===== config.mk =====
export PLATFORM = sky130hd
export DESIGN_NAME = trace_term_collector
export DESIGN_NICKNAME = d
export VERILOG_FILES = /design/src/rtl/trace_term_collector_pkg.sv /design/src/rtl/trace_term_collector_fifo.sv /design/src/rtl/trace_term_collector.sv
export SDC_FILE = /design/constraint.sdc
export NUM_CORES = 1
export LEC_CHECK = 0
export ABC_CLOCK_PERIOD_IN_PS = 5000
export CAP_MARGIN = 20
export CORE_MARGIN = 2
export CORE_UTILIZATION = 48
export CTS_CLUSTER_DIAMETER = 40
export CTS_CLUSTER_SIZE = 8
export DETAILED_ROUTE_END_ITERATION = 16
export PLACE_DENSITY_LB_ADDON = 0.1
export SYNTH_ARGS = -nofsm -noshare
export SYNTH_HDL_FRONTEND = slang
export SYNTH_HIERARCHICAL = 1
export SYNTH_SLANG_ARGS = --single-unit
export TNS_END_PERCENT = 30

===== constraint.sdc =====
create_clock -name clk_i -period 5 [get_ports clk_i]
set_input_delay 0.75 -clock clk_i [delete_from_list [all_inputs] [get_ports clk_i]]
set_output_delay 0.75 -clock clk_i [all_outputs]
set_load 0.02 [all_outputs]

===== src/rtl/trace_term_collector_pkg.sv =====
// Shared constants, hook decode and width helper for the trace termination collector.
// Latency: combinational helpers only.
// Backpressure: not applicable.
package trace_term_collector_pkg;

  // l.nop simulation hooks recognised in the retired-instruction stream
  localparam logic [31:0] NOP_EXIT = 32'h1500_0001;
  localparam logic [31:0] NOP_PUTC = 32'h1500_0004;

  typedef enum logic [1:0] {
    HOOK_NONE,
    HOOK_EXIT,
    HOOK_PUTC
  } hook_e;

  // Width of an index into n items, never narrower than one bit
  function automatic int core_w(input int n);
    return (n > 1) ? $clog2(n) : 1;
  endfunction

  // Classify one retired instruction; only strobed instructions count
  function automatic hook_e decode_hook(input logic vld, input logic [31:0] insn);
    hook_e h;
    h = HOOK_NONE;
    if (vld && (insn == NOP_EXIT)) begin
      h = HOOK_EXIT;
    end else if (vld && (insn == NOP_PUTC)) begin
      h = HOOK_PUTC;
    end
    return h;
  endfunction

endpackage


===== src/rtl/trace_term_collector_fifo.sv =====
// Character FIFO: power-of-two ring buffer with wrap-bit pointers.
// Latency: a push is visible on the read side the following cycle.
// Backpressure: push ignored when full unless a pop happens in the same cycle.
module trace_term_collector_fifo #(
  parameter int  DEPTH = 8,
  parameter type T     = logic [7:0]
) (
  input  logic clk_i,
  input  logic rst_i,
  input  logic push_i,
  input  T     push_dat_i,
  input  logic pop_i,
  output logic full_o,
  output logic empty_o,
  output T     pop_dat_o
);

  localparam int AW = $clog2(DEPTH);

  T            mem_q [DEPTH];
  logic [AW:0] wr_ptr_q, wr_ptr_d;
  logic [AW:0] rd_ptr_q, rd_ptr_d;
  logic        do_push;
  logic        do_pop;

  // Extra MSB distinguishes full from empty when the index bits match
  assign empty_o   = (wr_ptr_q == rd_ptr_q);
  assign full_o    = (wr_ptr_q[AW] != rd_ptr_q[AW]) &&
                     (wr_ptr_q[AW-1:0] == rd_ptr_q[AW-1:0]);
  assign do_pop    = pop_i && !empty_o;
  assign do_push   = push_i && (!full_o || do_pop);
  // Head entry comes straight from storage; idle output is forced to zero
  assign pop_dat_o = empty_o ? '0 : mem_q[rd_ptr_q[AW-1:0]];

  // Pointer next-state: natural wrap at DEPTH since DEPTH is a power of two
  always_comb begin
    wr_ptr_d = wr_ptr_q;
    rd_ptr_d = rd_ptr_q;
    if (do_push) wr_ptr_d = wr_ptr_q + 1'b1;
    if (do_pop)  rd_ptr_d = rd_ptr_q + 1'b1;
  end

  // Pointer registers, cleared on reset so the FIFO starts empty
  always_ff @(posedge clk_i) begin
    if (rst_i) begin
      wr_ptr_q <= '0;
      rd_ptr_q <= '0;
    end else begin
      wr_ptr_q <= wr_ptr_d;
      rd_ptr_q <= rd_ptr_d;
    end
  end

  // Storage write; contents are don't-care until a pointer covers them
  always_ff @(posedge clk_i) begin
    if (do_push) mem_q[wr_ptr_q[AW-1:0]] <= push_dat_i;
  end

endmodule


===== src/rtl/trace_term_collector.sv =====
// Multi-core trace monitor: decodes exit/putc hooks, streams chars, watchdog, drained sim_done.
// Latency: exit -> core_done +1 cycle; putc -> out_valid +2 cycles on an idle system.
// Backpressure: out_ready stalls the FIFO; a putc into a still-full pending slot is dropped (overflow).
module trace_term_collector
  import trace_term_collector_pkg::*;
#(
  parameter int          NUM_CORES       = 4,
  parameter int          FIFO_DEPTH      = 8,
  parameter int unsigned WATCHDOG_CYCLES = 1000000,
  localparam int         CORE_W          = core_w(NUM_CORES)
) (
  input  logic                    clk_i,
  input  logic                    rst_i,
  input  logic [NUM_CORES-1:0]    trace_valid_i,
  input  logic [NUM_CORES*32-1:0] trace_insn_i,
  input  logic [NUM_CORES*32-1:0] trace_r3_i,
  output logic                    out_valid_o,
  input  logic                    out_ready_i,
  output logic [CORE_W-1:0]       out_core_o,
  output logic [7:0]              out_char_o,
  output logic [NUM_CORES-1:0]    core_done_o,
  output logic [NUM_CORES*32-1:0] exit_code_o,
  output logic                    exit_error_o,
  output logic                    overflow_o,
  output logic                    timeout_o,
  output logic                    sim_done_o
);

  typedef struct packed {
    logic [CORE_W-1:0] core_id;
    logic [7:0]        chr;
  } putc_entry_t;

  localparam logic [31:0]       WD_LIMIT  = 32'(WATCHDOG_CYCLES);
  localparam logic [CORE_W-1:0] LAST_CORE = CORE_W'(NUM_CORES - 1);

  logic [NUM_CORES-1:0]    is_exit, is_putc;
  logic [NUM_CORES-1:0]    slot_full_q, slot_full_d;
  putc_entry_t             slot_dat_q [NUM_CORES];
  putc_entry_t             slot_dat_d [NUM_CORES];
  logic [NUM_CORES-1:0]    grant;
  logic                    grant_vld;
  logic [CORE_W-1:0]       grant_idx, scan_idx;
  logic [CORE_W-1:0]       last_q, last_d;
  logic                    fifo_full, fifo_empty, fifo_push, fifo_pop, can_push;
  putc_entry_t             push_dat, fifo_dat;
  logic [NUM_CORES-1:0]    done_q, done_d;
  logic [NUM_CORES*32-1:0] code_q, code_d;
  logic                    err_q, err_d;
  logic                    ovf_q, ovf_d;
  logic                    to_q, to_d, to_set;
  logic                    sim_q, sim_d, drained;
  logic [31:0]             wd_q, wd_d;

  // Per-core hook decode from the retired-instruction strobes
  always_comb begin
    is_exit = '0;
    is_putc = '0;
    for (int i = 0; i < NUM_CORES; i++) begin
      is_exit[i] = (decode_hook(trace_valid_i[i], trace_insn_i[32*i +: 32]) == HOOK_EXIT);
      is_putc[i] = (decode_hook(trace_valid_i[i], trace_insn_i[32*i +: 32]) == HOOK_PUTC);
    end
  end

  // Round-robin grant of one full pending slot, scanning from last grant + 1
  always_comb begin
    grant_vld = 1'b0;
    grant_idx = last_q;
    scan_idx  = '0;
    if (can_push) begin
      for (int k = 0; k < NUM_CORES; k++) begin
        scan_idx = CORE_W'((int'(last_q) + 1 + k) % NUM_CORES);
        if (!grant_vld && slot_full_q[scan_idx]) begin
          grant_vld = 1'b1;
          grant_idx = scan_idx;
        end
      end
    end
    grant     = grant_vld ? (NUM_CORES'(1) << grant_idx) : '0;
    last_d    = grant_vld ? grant_idx : last_q;
    fifo_push = grant_vld;
    push_dat  = slot_dat_q[grant_idx];
  end

  // Pending slots: grant frees a slot the same cycle a new putc may refill it
  always_comb begin
    slot_full_d = slot_full_q;
    slot_dat_d  = slot_dat_q;
    ovf_d       = ovf_q;
    for (int i = 0; i < NUM_CORES; i++) begin
      if (grant[i]) slot_full_d[i] = 1'b0;
      if (is_putc[i]) begin
        if (slot_full_q[i] && !grant[i]) begin
          ovf_d = 1'b1;
        end else begin
          slot_full_d[i]        = 1'b1;
          slot_dat_d[i].core_id = CORE_W'(i);
          slot_dat_d[i].chr     = trace_r3_i[32*i +: 8];
        end
      end
    end
  end

  // Exit capture: first exit per core wins, later exits leave the code alone
  always_comb begin
    done_d = done_q;
    code_d = code_q;
    err_d  = err_q;
    for (int i = 0; i < NUM_CORES; i++) begin
      if (is_exit[i] && !done_q[i]) begin
        done_d[i]          = 1'b1;
        code_d[32*i +: 32] = trace_r3_i[32*i +: 32];
        if (trace_r3_i[32*i +: 32] != 32'd0) err_d = 1'b1;
      end
    end
  end

  // Idle watchdog: cleared by any activity, saturates at the limit, frozen once all cores exit
  always_comb begin
    wd_d   = wd_q;
    to_set = 1'b0;
    if ((WATCHDOG_CYCLES != 0) && !(&done_q)) begin
      if (|trace_valid_i) begin
        wd_d = '0;
      end else if (wd_q != WD_LIMIT) begin
        wd_d = wd_q + 32'd1;
      end
      to_set = (wd_d == WD_LIMIT);
    end
    to_d = to_q | to_set;
  end

  // Completion: drained system or watchdog expiry; the expiry edge also sets sim_done directly
  always_comb begin
    drained = (&done_q) && fifo_empty && !(|slot_full_q);
    sim_d   = sim_q | to_q | to_set | drained;
  end

  // All monitor state; reset discards queued characters and status
  always_ff @(posedge clk_i) begin
    if (rst_i) begin
      slot_full_q <= '0;
      for (int i = 0; i < NUM_CORES; i++) slot_dat_q[i] <= '0;
      last_q      <= LAST_CORE;
      done_q      <= '0;
      code_q      <= '0;
      err_q       <= 1'b0;
      ovf_q       <= 1'b0;
      to_q        <= 1'b0;
      sim_q       <= 1'b0;
      wd_q        <= '0;
    end else begin
      slot_full_q <= slot_full_d;
      slot_dat_q  <= slot_dat_d;
      last_q      <= last_d;
      done_q      <= done_d;
      code_q      <= code_d;
      err_q       <= err_d;
      ovf_q       <= ovf_d;
      to_q        <= to_d;
      sim_q       <= sim_d;
      wd_q        <= wd_d;
    end
  end

  assign can_push = !fifo_full || fifo_pop;
  assign fifo_pop = !fifo_empty && out_ready_i;

  trace_term_collector_fifo #(
    .DEPTH (FIFO_DEPTH),
    .T     (putc_entry_t)
  ) u_fifo (
    .clk_i      (clk_i),
    .rst_i      (rst_i),
    .push_i     (fifo_push),
    .push_dat_i (push_dat),
    .pop_i      (fifo_pop),
    .full_o     (fifo_full),
    .empty_o    (fifo_empty),
    .pop_dat_o  (fifo_dat)
  );

  assign out_valid_o  = !fifo_empty;
  assign out_core_o   = fifo_dat.core_id;
  assign out_char_o   = fifo_dat.chr;
  assign core_done_o  = done_q;
  assign exit_code_o  = code_q;
  assign exit_error_o = err_q;
  assign overflow_o   = ovf_q;
  assign timeout_o    = to_q;
  assign sim_done_o   = sim_q;

endmodule

==> impl_metrics.py, run 1 <==
metrics = {
    "clock_network": {
        "clock_latency_ns": 0.54,
        "cts_made_buffers": 49,
        "cts_resized": 0,
        "cell_at_the_root_of_the_clock_tree": "sky130_fd_sc_hd__clkbuf_16",
        "clock_slew_at_reported_path_ffs_ns": 0.05,
        "htreeDepth": 2,
        "cts.sinks": 300,
        "cts_post_setup_buffers_inserted": 0,
        "cts_hold_buf": 0,
        "clock_tree.buffer_depth": 3,
        "cts_tree": "done",
    },
    "logic_synthesis": {
        "synth_top_cell_by_area": "sky130_fd_sc_hd__dfxtp_1",
        "netlist_top_cells_area": "sky130_fd_sc_hd__dfxtp_1 (32%), sky130_fd_sc_hd__edfxtp_1 (18%), sky130_fd_sc_hd__nand2_1 (6.8%)",
        "synthesis.instances": 1435,
        "synth_top_cell_area_share_pct": 32.1,
        "synth.ff_latch_count": 300,
        "synth.avg_cell_area_sq_um": 9.55,
        "synth.net_count": 1702,
        "synth_enable_flop_cells": 80,
        "most_common_library_cells_after_synthesis": "sky130_fd_sc_hd__nand2_1 (249), sky130_fd_sc_hd__dfxtp_1 (220), sky130_fd_sc_hd__a21oi_1 (138)",
        "dominantRegCellSynth": "sky130_fd_sc_hd__dfxtp_1",
        "async_flop_share_pct": 0,
        "post-synth-top-count-cell": "sky130_fd_sc_hd__nand2_1",
        "synth_sequential_area_ratio_pct": 49.7,
        "synthesis.yosys.warnings": 6,
        "synth.distinct_cells": 84,
        "syn-cell-area_sq_um": 13700,
    },
    "power_and_ir_drop": {
        "power.static_leakage_uw": 0.00664,
        "powerDensity_nw_per_um2": 301,
        "ir_drop_mv": 0.257,
    },
    "die": {
        "floorplan.die.height_um": 173,
        "ios": 410,
        "start_util_pct": 49.1,
        "chip_width_um": 173,
        "design.die.area_sq_um": 29900,
        "core_region_area_sq_um": 27900,
        "row_count": 61,
    },
    "routing": {
        "drt-initial-drc-count": 1111,
        "dr.max_layer_used": "met5",
        "wl_um": 47200,
        "met1_length_um": 20000,
        "antenna_violating_nets_post_route": 0,
        "drt_drc_violations_left": 0,
        "detailroute.via_count": 12800,
        "routed_length_per_placed_instance_um": 21.1,
        "drt_first_pass_iters": 5,
        "detailroute.wirelength.met3_um": 4300,
        "wl_met2_um": 21600,
        "drt-vias-per-instance": 5.71,
    },
    "critical_path": {
        "ff2ff_path_depth": 8,
        "worst-path-max-fanout": 12,
        "setup.reg_to_reg.worst_slack_ns": 1.36,
        "timing.setup.critical_path_class": "reg2out",
        "critical-path-slowest-cell": "sky130_fd_sc_hd__dfxtp_1",
        "cp.arrival_ns": 3.07,
        "timing.critical_path.from_type": "flip-flop",
        "cp.buffers_inverters": 2,
        "required_ns": 4.25,
        "crit_path_end_kind": "output port",
        "timing.rr.end": "u_fifo/mem_q[1][9]",
        "critPathMaxStageDelay_ns": 0.83,
        "critPathTopFamily": "buffers and inverters",
        "worstPathCellList": "buf_4 -> mux4_2 -> mux2i_1 -> nor2_1 -> clkdlybuf4s50_1",
        "worstReg2RegStart": "u_fifo/wr_ptr_q[1]",
    },
    "cells_and_area": {
        "drive_gt1_share_pct": 9.13,
        "area_delta_synth_final_pct": 42.9,
        "multi_input_comb_area_sq_um": 6400,
        "ff_latch_area_sq_um": 6810,
        "finalInstanceArea_sq_um": 19600,
        "n_fill_cell": 2185,
        "num-nets-final": 2093,
    },
    "sta": {
        "unrepaired_setup_endpoints_after_global_routing": "false",
        "fin_skew_ns": 0.0210,
        "maxClockFrequency_mhz": 262,
        "timing.final.max_slew_violations": 0,
        "timing.final.setup_violations": 0,
        "worstMarginPinSlew_ns": 1.01,
        "report.final.hold_viol_count": 0,
        "final.period_utilization_pct": 76.4,
        "relSlewSlack_pct": 32.3,
        "final.min_clock_period_ns": 3.82,
        "setup_total_negative_slack_ns": 0,
    },
    "flow_run": {
        "max_cap_viol_count": 0,
    },
    "hold_path": {
        "worst_hold_path_type": "reg2reg",
        "hold_path.startpoint": "exit_code_o[126]",
        "min_path_cells": 2,
        "hold-path-endpoint": "exit_code_o[126]",
    },
    "placed_design": {
        "gp_congestion": 0.922,
        "place.detailed.hpwl_um": 34700,
        "port_buffers": 409,
        "postPlaceCellArea_sq_um": 18100,
    },
    "grt": {
        "global_route.usage.total_pct": 30.5,
        "grt_start_max_net_pins": 144,
        "total_global_routing_overflow": 0,
        "number_of_antenna_violations_at_the_first_check_in_global_routing": 3,
        "grt_pass1_vias": 12300,
        "global_route_wire_length_before_repair_um": 71700,
    },
    "run_status": {
        "outcome": "finished clean",
    },
}
placed cells by master, fill, tap and decap left out, types with 34 or more instances in the layout:
master / n
sky130_fd_sc_hd__a21oi_1: 138
sky130_fd_sc_hd__clkbuf_16: 50
sky130_fd_sc_hd__clkdlybuf4s50_1: 408
sky130_fd_sc_hd__dfxtp_1: 220
sky130_fd_sc_hd__edfxtp_1: 80
sky130_fd_sc_hd__mux2i_1: 65
sky130_fd_sc_hd__nand2_1: 249
sky130_fd_sc_hd__nand4_1: 34
sky130_fd_sc_hd__nor2_1: 114
sky130_fd_sc_hd__nor4_1: 71
sky130_fd_sc_hd__o21ai_0: 40
how the worst max path moves through the flow:
| stage | endpoint | cells past startpoint | from | slack (ns) |
|---|---|---|---|---|
| after floorplan | u_fifo/mem_q[0][0] | 10 | u_fifo/wr_ptr_q[0] | 1.52 |
| after global routing | u_fifo/mem_q[1][9] | 8 | u_fifo/wr_ptr_q[0] | 1.00 |
| after detailed placement | exit_code_o[10] | 8 | trace_valid_i[0] | 1.27 |
| final | out_char_o[1] | 5 | flip-flop | 1.18 |
| after CTS | out_char_o[1] | 5 | flip-flop | 1.14 |
| after global placement | exit_code_o[2] | 8 | trace_valid_i[0] | 1.38 |
through the flow:
stage | std cells | util (%) | hold WS, ns | setup slack [ns] | power, uW
floorplan | 1435 | - | 0.426 | 1.52 | 2580
global placement | 2152 | 64.7 | 0.434 | 1.38 | 2850
detailed placement | 2153 | 64.7 | 0.444 | 1.27 | 2850
CTS | 2230 | 70.1 | 0.448 | 1.14 | 5930
global route | 2231 | 70.1 | 0.463 | 1.00 | 6060
finish | 2235 | 70.1 | 0.447 | 1.18 | 5900
layer usage:
metal / global-route usage (%) / vias to the layer above
li1: - / 5996
met1: 41.1 / 6163
met2: 47.9 / 519
met3: 8.55 / 83
met4: 9.25 / 2
met5: 0 / -
logic make-up after synthesis:
kind of cell	count (synthesis)	synth area share, %
compound gates	243	10.6
simple gates	652	24.5
mux	96	9.59
xor+xnor	19	1.32
fa+ha+maj	4	0.365
flops	300	49.7
buf+inv	121	3.90
flip-flops by register name, summed over array words and instances, names as in the netlist, 2 cells and up, named ones only:
register / cells
u_fifo/mem_q: 80
u_fifo/wr_ptr_q: 4
wd_q: 32
slot_dat_q: 35
core_done_o: 4
last_q: 2
slot_full_q: 4
exit_code_o: 128
u_fifo/rd_ptr_q: 4
power breakdown:
group / switching [uW] / internal [uW] / total, uW
clock network: 1100 / 1990 / 3090
registers: 0.286 / 2490 / 2490
logic: 123 / 202 / 324
total: 1220 / 4680 / 5900
worst min-delay path: cells and delay by family, from the launching register on:
kind | cells | cell delay, ns
flip-flops | 1 | 0.30
AO/OA/AOI/OAI | 1 | 0.05
AND/OR/NAND/NOR | 1 | 0.05
cell type report:
cell class                      instances  area share, %
Sequential cell                       300           34.7
Multi-Input combinational cell       1014           32.7
Timing Repair Buffer                  436           22.0
Clock buffer                           67           7.02
Tap cell                              378           2.41
Clock inverter                         10          0.613
Inverter                               25          0.479
Antenna cell                            5         0.0639
Power figures use the tool's default switching activity.
==> inputs of run 2 (changes only) <==
ABC_CLOCK_PERIOD_IN_PS = 4000   (was 5000)
clock period = 4 ns   (was 5 ns; I/O delays follow)
==> run 2 against run 1 <==
- wire length down 0.19%
- global-route usage up 0.069 points
- core utilization shrank 0.18 points
- register-to-register slack got worse by 0.59 ns
- total power rose by 23%
- critical path type is now reg2reg
- sequential power up 25%
- clock power grew 21%
- critical path depth up 3
- combinational power rose by 27%
- setup slack got worse by 0.41 ns
- die area is the same
- via count grew 0.17%
==> impl_metrics.py, run 2 (synthesized netlist as in run 1, its figures left out) <==
metrics = {
    "cells_and_area": {
        "n_fill_cell": 2161,
        "ff_latch_area_sq_um": 6810,
        "num-nets-final": 2095,
        "drive_gt1_share_pct": 8.90,
        "final_cell_mix": "sky130_fd_sc_hd__clkdlybuf4s50_1 (408), sky130_fd_sc_hd__nand2_1 (249), sky130_fd_sc_hd__dfxtp_1 (220), sky130_fd_sc_hd__a21oi_1 (138), sky130_fd_sc_hd__nor2_1 (114)",
        "multi_input_comb_area_sq_um": 6400,
        "final_core_util_pct": 69.9,
        "mostFrequentLayoutCell": "sky130_fd_sc_hd__clkdlybuf4s50_1",
        "area_delta_synth_final_pct": 42.5,
        "largest_reg_flops": 128,
    },
    "critical_path": {
        "path_depth": 8,
        "required_ns": 4.25,
        "cp.arrival_ns": 3.48,
        "ff2ff_path_depth": 8,
        "critical-path-slowest-cell": "sky130_fd_sc_hd__o2bb2ai_2",
        "timing.setup.critical_path_class": "reg2reg",
        "critPathTopFamily": "simple AND/OR/NAND/NOR gates",
        "worst-path-max-fanout": 16,
        "timing.critical_path.from": "u_fifo/wr_ptr_q[1]",
        "cp.buffers_inverters": 0,
        "crit_path_end_kind": "flip-flop",
        "worstPathCellList": "xor2_1 -> nor4_2 -> nand2b_1 -> nand2_1 -> o211ai_1 -> o2bb2ai_2 -> mux2i_1 -> nor2_1",
        "worstReg2RegStart": "u_fifo/wr_ptr_q[1]",
        "timing.critical_path.from_type": "flip-flop",
        "critPathMaxStageDelay_ns": 0.74,
    },
    "die": {
        "chip_width_um": 173,
        "core_region_area_sq_um": 27900,
        "floorplan.die.height_um": 173,
        "row_count": 61,
        "design.die.area_sq_um": 29900,
        "ios": 410,
        "start_util_pct": 49.1,
    },
    "flow_run": {
        "max_cap_viol_count": 0,
    },
    "clock_network": {
        "cts_tree": "done",
        "htreeDepth": 2,
        "clock_latency_ns": 0.54,
        "cts_hold_buf": 0,
        "cts_resized": 0,
        "cts_post_setup_buffers_inserted": 0,
        "cts.sinks": 300,
        "cell_at_the_root_of_the_clock_tree": "sky130_fd_sc_hd__clkbuf_16",
        "cts_made_buffers": 47,
        "clock_tree.buffer_depth": 3,
        "clock_slew_at_reported_path_ffs_ns": 0.05,
    },
    "routing": {
        "routed_length_per_placed_instance_um": 21.1,
        "drt_first_pass_iters": 5,
        "wl_um": 47100,
        "drt_drc_violations_left": 0,
        "drt-vias-per-instance": 5.73,
        "detailroute.via_count": 12800,
        "antenna_violating_nets_post_route": 0,
        "drt-initial-drc-count": 1323,
    },
    "grt": {
        "grt_start_max_net_pins": 146,
        "global_route.usage.total_pct": 30.6,
        "grt_pass1_vias": 12600,
        "number_of_antenna_violations_at_the_first_check_in_global_routing": 0,
        "total_global_routing_overflow": 0,
        "global_route_wire_length_before_repair_um": 72200,
    },
    "power_and_ir_drop": {
        "ir_drop_mv": 0.302,
        "power.static_leakage_uw": 0.00662,
        "powerDensity_nw_per_um2": 372,
    },
    "sta": {
        "worstMarginPinSlew_ns": 1.06,
        "setup_total_negative_slack_ns": 0,
        "relSlewSlack_pct": 29.4,
        "fin_skew_ns": 0.0171,
        "final.min_clock_period_ns": 3.23,
        "maxClockFrequency_mhz": 309,
        "final.period_utilization_pct": 80.8,
        "unrepaired_setup_endpoints_after_global_routing": "false",
        "timing.final.max_slew_violations": 0,
        "timing.final.setup_violations": 0,
        "report.final.hold_viol_count": 0,
    },
    "hold_path": {
        "worst_hold_path_type": "reg2reg",
        "min_path_cells": 2,
        "hold_path.startpoint": "exit_code_o[49]",
    },
    "placed_design": {
        "place.detailed.hpwl_um": 34600,
        "gp_congestion": 0.933,
        "port_buffers": 409,
    },
    "run_status": {
        "outcome": "finished clean",
    },
}
-- run 2: area by class of cell --
cell class | instances | share of cell area [%]
antenna | 1 | 0.0128
inverter | 25 | 0.480
multi-input combinational | 1014 | 32.7
tap | 378 | 2.42
sequential | 300 | 34.8
clock inverter | 5 | 0.365
clock buffer | 70 | 6.99
timing repair buffer | 440 | 22.2
-- run 2: worst register-to-register path, stage by stage, from the launching register on --
cell	delay [ns]
sky130_fd_sc_hd__dfxtp_1	0.54
sky130_fd_sc_hd__xor2_1	0.34
sky130_fd_sc_hd__nor4_2	0.10
sky130_fd_sc_hd__nand2b_1	0.21
sky130_fd_sc_hd__nand2_1	0.17
sky130_fd_sc_hd__o211ai_1	0.19
sky130_fd_sc_hd__o2bb2ai_2	0.74
sky130_fd_sc_hd__mux2i_1	0.17
sky130_fd_sc_hd__nor2_1	0.49
-- run 2: layer usage --
metal	share of wire, %	routed length, um	global-route usage, %	up-vias
li1	-	-	-	6003
met1	43	20100	41.0	6163
met2	47	21900	48.9	546
met3	8.7	4080	8.53	73
met4	2.1	1010	7.73	0
met5	0	0	0	-
-- run 2: per-stage QoR --
step           hold slack, ns  worst slack [ns]  total power [uW]  cells  instance area, sq um
5_1_grt                 0.465             0.521              7470   2232                 19500
3_5_place_dp            0.444             0.565              3570   2157                 18100
3_3_place_gp            0.433             0.654              3570   2157                 18100
6_report                0.446             0.769              7270   2233                 19500
4_1_cts                 0.449             0.760              7300   2232                 19500
2_1_floorplan           0.426             0.521              3230   1435                 13700
-- run 2: final timing paths --
path / slack (ns) / end
max: 0.77 / u_fifo/mem_q[6][8]
min: 0.45 / exit_code_o[49]
max reg2reg: 0.77 / u_fifo/mem_q[6][8]
min reg2reg: 0.45 / exit_code_o[49]
-- run 2: where the power goes --
part / leakage (uW) / switching (uW) / internal (uW)
logic: 0.00340 / 159 / 253
clock network: 0.000692 / 1360 / 2390
registers: 0.00252 / 0.381 / 3110
